**config.mk**
```make
export PLATFORM = sky130hd
export DESIGN_NAME = mem_port_arbiter
export DESIGN_NICKNAME = d
export VERILOG_FILES = /design/src/rtl/mem_arb_pkg.sv /design/src/rtl/mem_arb_starve_ctr.sv /design/src/rtl/mem_port_arbiter.sv
export SDC_FILE = /design/constraint.sdc
export NUM_CORES = 1
export LEC_CHECK = 0
export CAP_MARGIN = 20
export CELL_PAD_IN_SITES_DETAIL_PLACEMENT = 0
export CELL_PAD_IN_SITES_GLOBAL_PLACEMENT = 1
export CORE_MARGIN = 10
export CORE_UTILIZATION = 28
export CTS_BUF_LIST = sky130_fd_sc_hd__clkbuf_4 sky130_fd_sc_hd__clkbuf_8
export DETAILED_ROUTE_END_ITERATION = 10
export GPL_TIMING_DRIVEN = 0
export PLACE_DENSITY = 0.85
export SLEW_MARGIN = 20
export SYNTH_ARGS = -nofsm -noshare
export SYNTH_HDL_FRONTEND = slang
export SYNTH_HIERARCHICAL = 1
export SYNTH_SLANG_ARGS = --single-unit
```
**constraint.sdc**
```tcl
create_clock -name clk -period 1.8 [get_ports clk]
set_clock_uncertainty 0.2 [all_clocks]
set_input_delay 0.36 -clock clk [delete_from_list [all_inputs] [get_ports clk]]
set_output_delay 0.36 -clock clk [all_outputs]
set_load 0.05 [all_outputs]
```
**src/rtl/mem_arb_pkg.sv**
```systemverilog
// Shared types for the instruction/data memory port arbiter.
// Widths here are the defaults of the arbiter's ADDR_W / DATA_W.
package mem_arb_pkg;

  localparam int unsigned MEM_ARB_ADDR_W = 32;
  localparam int unsigned MEM_ARB_DATA_W = 32;
  localparam int unsigned MEM_ARB_STRB_W = MEM_ARB_DATA_W / 8;

  typedef enum logic [1:0] {
    IDLE,
    REQ,
    RESP
  } arb_state_e;

  typedef enum logic [1:0] {
    OWN_NONE,
    OWN_IF,
    OWN_D
  } arb_owner_e;

  typedef struct packed {
    logic                      we;
    logic [MEM_ARB_ADDR_W-1:0] addr;
    logic [MEM_ARB_DATA_W-1:0] wdata;
    logic [MEM_ARB_STRB_W-1:0] wstrb;
  } mem_req_t;

endpackage

```
**src/rtl/mem_arb_starve_ctr.sv**
```systemverilog
// Counts data grants made while a fetch waits; raises force_o at STARVE_MAX.
// Only instantiated when MEM_ARB_STARVE_GUARD_EN is defined.
module mem_arb_starve_ctr #(
  parameter int unsigned STARVE_MAX = 4
) (
  input  logic clk,
  input  logic reset_n,
  input  logic d_grant_i,
  input  logic if_grant_i,
  input  logic if_pend_i,
  output logic force_o
);

  localparam int unsigned CNT_W = $clog2(STARVE_MAX + 1);
  localparam logic [CNT_W-1:0] CNT_MAX = CNT_W'(STARVE_MAX);

  logic [CNT_W-1:0] cnt_q, cnt_d;

  // Saturating streak of data wins over a waiting fetch
  always_comb begin
    cnt_d = cnt_q;
    if (if_grant_i) begin
      cnt_d = '0;
    end else if (d_grant_i) begin
      if (!if_pend_i) begin
        cnt_d = '0;
      end else if (cnt_q != CNT_MAX) begin
        cnt_d = cnt_q + 1'b1;
      end
    end
  end

  // Counter register
  always_ff @(posedge clk or negedge reset_n) begin
    if (!reset_n) begin
      cnt_q <= '0;
    end else begin
      cnt_q <= cnt_d;
    end
  end

  assign force_o = (cnt_q == CNT_MAX);

endmodule

```
**src/rtl/mem_port_arbiter.sv**
```systemverilog
// Shares one memory port between fetch (read-only) and data (load/store).
// Optional fetch starvation guard: define MEM_ARB_STARVE_GUARD_EN.
module mem_port_arbiter
  import mem_arb_pkg::*;
#(
  parameter int unsigned ADDR_W     = MEM_ARB_ADDR_W,
  parameter int unsigned DATA_W     = MEM_ARB_DATA_W,
  parameter int unsigned STARVE_MAX = 4
) (
  input  logic                clk,
  input  logic                reset_n,
  input  logic                if_req_valid,
  input  logic [ADDR_W-1:0]   if_req_addr,
  output logic                if_req_ready,
  output logic                if_rsp_valid,
  output logic [DATA_W-1:0]   if_rsp_rdata,
  input  logic                d_req_valid,
  input  logic                d_req_we,
  input  logic [ADDR_W-1:0]   d_req_addr,
  input  logic [DATA_W-1:0]   d_req_wdata,
  input  logic [DATA_W/8-1:0] d_req_wstrb,
  output logic                d_req_ready,
  output logic                d_rsp_valid,
  output logic [DATA_W-1:0]   d_rsp_rdata,
  output logic                m_req_valid,
  input  logic                m_req_ready,
  output logic                m_we,
  output logic [ADDR_W-1:0]   m_addr,
  output logic [DATA_W-1:0]   m_wdata,
  output logic [DATA_W/8-1:0] m_wstrb,
  input  logic                m_rsp_valid,
  input  logic [DATA_W-1:0]   m_rdata
);

  arb_state_e  state_q;
  arb_owner_e  owner_q;
  mem_req_t    req_q;
  logic        m_req_valid_q;
  logic        if_rsp_valid_q;
  logic        d_rsp_valid_q;
  logic [DATA_W-1:0] if_rdata_q;
  logic [DATA_W-1:0] d_rdata_q;

  logic force_if;
  logic take_if;
  logic take_d;
  logic grant_if;
  logic grant_d;

`ifdef MEM_ARB_STARVE_GUARD_EN
  mem_arb_starve_ctr #(
    .STARVE_MAX (STARVE_MAX)
  ) u_starve (
    .clk        (clk),
    .reset_n    (reset_n),
    .d_grant_i  (grant_d),
    .if_grant_i (grant_if),
    .if_pend_i  (if_req_valid),
    .force_o    (force_if)
  );
`else
  assign force_if = 1'b0;
`endif

  assign take_if = if_req_valid & (~d_req_valid | force_if);
  assign take_d  = d_req_valid & ~take_if;

  // IDLE arbitration: data is the older instruction and normally wins
  always_comb begin
    grant_if = 1'b0;
    grant_d  = 1'b0;
    if (reset_n && state_q == IDLE) begin
      unique case (1'b1)
        take_d:  grant_d  = 1'b1;
        take_if: grant_if = 1'b1;
        default: ;
      endcase
    end
  end

  assign if_req_ready = grant_if;
  assign d_req_ready  = grant_d;

  // Request capture, memory handshake and response routing
  always_ff @(posedge clk or negedge reset_n) begin
    if (!reset_n) begin
      state_q        <= IDLE;
      owner_q        <= OWN_NONE;
      req_q          <= '0;
      m_req_valid_q  <= 1'b0;
      if_rsp_valid_q <= 1'b0;
      d_rsp_valid_q  <= 1'b0;
      if_rdata_q     <= '0;
      d_rdata_q      <= '0;
    end else begin
      if_rsp_valid_q <= 1'b0;
      d_rsp_valid_q  <= 1'b0;
      if_rdata_q     <= '0;
      d_rdata_q      <= '0;
      unique case (state_q)
        IDLE: begin
          if (grant_d) begin
            req_q <= '{we:    d_req_we,
                       addr:  d_req_addr,
                       wdata: d_req_wdata,
                       wstrb: d_req_wstrb};
            owner_q       <= OWN_D;
            m_req_valid_q <= 1'b1;
            state_q       <= REQ;
          end else if (grant_if) begin
            req_q <= '{we:    1'b0,
                       addr:  if_req_addr,
                       wdata: '0,
                       wstrb: '0};
            owner_q       <= OWN_IF;
            m_req_valid_q <= 1'b1;
            state_q       <= REQ;
          end
        end
        REQ: begin
          if (m_req_ready) begin
            m_req_valid_q <= 1'b0;
            state_q       <= RESP;
          end
        end
        RESP: begin
          if (m_rsp_valid) begin
            state_q <= IDLE;
            owner_q <= OWN_NONE;
            if (owner_q == OWN_IF) begin
              if_rsp_valid_q <= 1'b1;
              if_rdata_q     <= m_rdata;
            end else begin
              d_rsp_valid_q <= 1'b1;
              d_rdata_q     <= req_q.we ? '0 : m_rdata;
            end
          end
        end
        default: state_q <= IDLE;
      endcase
    end
  end

  assign m_req_valid  = m_req_valid_q;
  assign m_we         = req_q.we;
  assign m_addr       = req_q.addr;
  assign m_wdata      = req_q.wdata;
  assign m_wstrb      = req_q.wstrb;
  assign if_rsp_valid = if_rsp_valid_q;
  assign if_rsp_rdata = if_rdata_q;
  assign d_rsp_valid  = d_rsp_valid_q;
  assign d_rsp_rdata  = d_rdata_q;

  // A pending request must stay put until it is accepted
  a_if_hold: assert property (@(posedge clk) disable iff (!reset_n)
    if_req_valid && !if_req_ready |=>
      if_req_valid && $stable(if_req_addr));

  a_d_hold: assert property (@(posedge clk) disable iff (!reset_n)
    d_req_valid && !d_req_ready |=>
      d_req_valid && $stable({d_req_we, d_req_addr,
                              d_req_wdata, d_req_wstrb}));

endmodule

```
== Word-level counts from Yosys, hierarchy flattened ==
Index checks and enable logic that the tools add are counted.

* Memory bits (read-only): 0
* Flip-flop bits (word level): 140
* Memories kept: 0
* Output and inout bits: 138
* Latch bits: 0
* Memory bits (writable): 0

* Reductions and logical operators: 9
* $lt $le $gt $ge: 0
* Shift-type cells: 0
* Muxes and demuxes: 30
* Multiply operators: 0
* Bitwise operators: 4
* Div/mod/pow operators: 0
* Equal/unequal tests: 6
* Add/subtract/negate cells: 0

{| class="wikitable"
|+ Operators with widths
! kind !! number
|-
| two-way mux 32 bit || 7
|-
| two-way mux 69 bit || 2
|-
| two-way mux 1 bit || 13
|-
| two-way mux 2 bit || 5
|-
| AND reduction 3 bit || 3
|-
| case mux 2 bit (3 select lines) || 1
|-
| nonzero test 2 bit || 3
|-
| == test 2 x 1 -> 1 bit (second input constant) || 2
|-
| inequality test 2 bit (second input constant) || 2
|-
| case mux 2 bit (2 select lines) || 1
|-
| inequality test 3 bit (second input constant) || 1
|-
| bitwise AND 1 bit || 2
|-
| == test 2 bit (second input constant) || 1
|-
| logical NOT 2 bit || 1
|-
| NOT 1 bit || 2
|-
| case mux 1 bit (2 select lines) || 1
|-
| AND reduction 2 bit || 1
|-
| logical AND 1 bit || 1
|}

== Logic depth before layout (Yosys ltp) ==
* Word-level depth: 8
* Depth in mapped cells: 6

== Least setup slack after synthesis ==
Ideal clock, no wire load.

* Path kind: register -> output
* Start point: register state_q[1]
* End point: output if_req_ready
* Slack: -0.314 ns
* Buffers on the path: 0
* Stages on the path, launching flop included: 4
* Arrival time: 1.554 ns
* Data required time: 1.240 ns
* Cells stage by stage: dfrtp_1 nor3b_2 nand2_1 nor2_1

* Word-level cells in the longest chain between the ends: 3

{| class="wikitable"
|+ Ends and longest elaborated chain
! item !! RTL line !! source
|-
| start: declaration || mem_port_arbiter.sv:35 || <nowiki>arb_state_e state_q;</nowiki>
|-
| start signal: assignment || mem_port_arbiter.sv:87 || <nowiki>state_q <= IDLE;</nowiki>
|-
| start signal: assignment || mem_port_arbiter.sv:109 || <nowiki>state_q <= REQ;</nowiki>
|-
| start signal: assignment || mem_port_arbiter.sv:117 || <nowiki>state_q <= REQ;</nowiki>
|-
| logical NOT 2 bit || mem_port_arbiter.sv:72 || <nowiki>if (reset_n && state_q == IDLE) begin</nowiki>
|-
| logical AND 1 bit || mem_port_arbiter.sv:72 ||
|-
| two-way mux 1 bit || mem_port_arbiter.sv:72 ||
|-
| end: declaration || mem_port_arbiter.sv:14 || <nowiki>output logic if_req_ready,</nowiki>
|}

No other way between the ends.

== Worst setup path in the final report ==
* Start point: register state_q[1]
* End point: register req_q (netlist bit m_addr[15])

* Word-level cells in the longest chain between the ends: 5

{| class="wikitable"
|+ Ends and longest elaborated chain
! item !! RTL line !! source
|-
| logical NOT 2 bit * || mem_port_arbiter.sv:72, mem_port_arbiter.sv:100 ||
|-
| logical AND 1 bit || mem_port_arbiter.sv:72 ||
|-
| two-way mux 1 bit || mem_port_arbiter.sv:72 ||
|-
| nonzero test 2 bit (no source line) || - ||
|-
| AND reduction 2 bit (no source line) || - ||
|-
| end signal: assignment || mem_port_arbiter.sv:103 || <nowiki>req_q <= '{we: d_req_we,</nowiki>
|-
| end signal: assignment || mem_port_arbiter.sv:111 || <nowiki>req_q <= '{we: 1'b0,</nowiki>
|-
| end: declaration || mem_port_arbiter.sv:37 || <nowiki>mem_req_t req_q;</nowiki>
|}

Every way passes the cells marked *; elsewhere a longest branch is shown, timed or not.
A chain may end at the register's enable or synchronous reset.

==> results.ini <==
[routing]
wire_per_inst_um = 21.41
viasPerCell = 4.800
dr.pass1.iters = 4
drt_iter0_markers = 136
routed_wl_um = 19740
num_vias = 4426
ant_nets = 0
drc = 0

[worst_setup_path]
critPathKind = register to register
critPathMaxFanout = 7
worst-endpoint-arrival_ps = 2260
cp-startpoint = state_q[1]
startpoint_type = register
endpoint_kind = register
r2r-start = state_q[1]
required_ps = 1930

[grt]
grt_pass1_wl_um = 29370
grt_use_total_pct = 15.49
antenna_found_initial = 0
gr-total-overflow = 0
grt_pass1_vias = 4991
grt_max_degree = 74

[clocking]
clk_pin_slew_ps = 90
cts-hold-fix-buffers = 1
clock_tree.buffer_depth = 2
root_buffer = clkbuf_8
cts_max_level = 4
cts_tree = yes
clock_latency_ps = 430
cts-buffers-inserted = 17
cts.sinks = 140

[job]
cap_violations = 0

[logic_synthesis]
yosysSeqAreaShare_pct = 67.47
synth_cell_types = 21
synth_edf_count = 0
synth_nets = 499
syn_avg_cell_area_um2 = 14.42
yosys_warnings = 6
synth_flop_cell = dfrtp_1
postSynthCellCount = 360
synth_top_cell_by_area = dfrtp_1
ys_seq_elements = 140
async_flop_share_pct = 100.0
syn_area_mm2 = 0.005192
ys_top_cells_by_area = dfrtp_1 67%, and2_1 7.7%, o221a_2 6.9%
yosysTopAreaCellShare_pct = 67.47

[timing]
finalSetupTns_ps = -10560
setup_viol = 35
fin_crit_sh_pct = 118.8
timing.hold.ws_ps = -409.7
slew_headroom_pct = 63.87
rsz0062_at_grt = yes
slew_violations = 0
worst_slack_ps = -338.0
fmax_ghz = 0.4677
worst_slew_pin_slew_ps = 542.0
hold_viol = 93
min_period_ps = 2138

[floorplan]
die_h_um = 156.2
die_w_um = 156.2
row_count = 49
coreArea_mm2 = 0.01809
start_util_pct = 28.71
die-area_mm2 = 0.02439
pin_count = 277

[placement]
hpwl_um = 14650
dp_slack_ps = -1627
io_buffers = 276
routabilityCongestion = 0.8955

[status]
status = finished, violations left
violations = negative hold slack, negative setup slack

[power]
p_leak_nw = 4.035
powerDensity_mw_per_mm2 = 1574
ir_drop_mv = 0.5164
power_mw = 14.30

[hold_path]
hp-class = primary input to asynchronous set/reset pin

[layout]
seqCellArea_mm2 = 0.003506
final_util_pct = 50.23
num_antenna_cells = 0
multi_input_area_mm2 = 0.001620
n_fill_cell = 1600
drive_above_1_share_pct = 38.53
fin_nets = 819
area_growth_pct = 74.96

-- sequential cells by signal, summed over array words and instances (netlist names) --
| name | count |
|---|---|
| m_wstrb | 4 |
| d_rsp_valid | 1 |
| state_q | 2 |
| owner_q | 2 |
| if_rsp_rdata | 32 |
| m_we | 1 |
| m_req_valid | 1 |
| if_rsp_valid | 1 |
| m_wdata | 32 |
| m_addr | 32 |
| d_rsp_rdata | 32 |
-- cell families (layout without fill, tap and decap cells) --
group	after synthesis	count (layout)	share of synthesized area [%]
buffers and inverters	32	365	2.916
AO/OA/AOI/OAI	105	105	19.81
flip-flops	140	140	67.47
AND/OR/NAND/NOR	83	83	9.807
-- cell usage after synthesis, types with 2 or more instances --
cell and n:
dfrtp_1 140, and2_1 64, a22o_1 37, o221a_2 32
o32a_1 32, clkbuf_1 21, buf_2 7, nand2_1 6
buf_6 3, nand2b_1 3, nand3b_1 2, nor2_1 2
nor2b_1 2, o21ai_0 2
-- worst paths after layout --
check | endpoint | slack, ps | depth (start not counted)
max | m_addr[15] | -340 | 6
min | m_addr[19] | -410 | 1
max reg2reg | m_addr[15] | -340 | 6
min reg2reg | m_req_valid | 300 | 2
max in group asynchronous | m_addr[4] | 570 | 3
min in group clk | if_rsp_rdata[9] | 290 | 2
-- layer usage --
layer / part of all wire, % / up-vias / global-route usage, %
met5: 0 / - / 0
met4: 1.9 / 0 / 4.719
met3: 11 / 24 / 7.775
met2: 50 / 192 / 26.47
met1: 37 / 2221 / 16.42
li1: - / 1989 / -
-- layout by cell type (no fill, tap or decap), drive strengths merged --
cell type and n:
nand3b 2, nand2 6, o21ai 2, inv 9
buf 91, dlygate4sd3 1, nor2 2, clkdlybuf4s15 78
nand2b 3, a31o 1, or2 1, clkbuf 40
and2 64, nor3b 1, a22o 37, a21oi 1
dlygate4sd2 1, nor3 1, o221a 32, nor2b 2
clkinvlp 3, dfrtp 140, clkdlybuf4s18 3, clkdlybuf4s50 136
or3b 1, o32a 32, bufinv 1, clkinv 2
-- through the flow --
step                instances  cell area [um2]
finish                    922             9085
floorplan                 360             5209
detailed placement        866             8290
CTS                       911             9029
global route              922             9085
global placement          865             8258
-- final cells by class --
class	count	share of cell area, %
sequential	140	38.59
clock inverter	14	1.653
tap	229	3.154
clock buffer	18	2.727
multi-input combinational	188	17.83
inverter	1	0.06886
timing repair buffer	304	33.22
buffer	28	2.754
-- where the power goes --
part / switching (mW) / internal (mW) / total [mW]
logic: 4.63 / 2.47 / 7.10
clock network: 1.38 / 1.19 / 2.56
registers: 0.598 / 4.04 / 4.64
total: 6.60 / 7.70 / 14.3
-- worst max-delay path, cell delays in order (launching register included) --
cell	delay (ps)
dfrtp_2	430
buf_4	140
buf_6	110
or3b_4	500
clkbuf_16	200
o32a_1	330
o221a_2	120
-- timing repair --
item | 4_1_cts | 5_1_grt
hold endpoints to repair | 73 | 70
pin swaps | 8 | 7
buffers inserted | 12 | 10
endpoints found under the setup margin | 271 | 152
gates cloned | 1 | 6
resized for setup | 532 | 85
No activity file was read; power rests on OpenSTA's default activity.
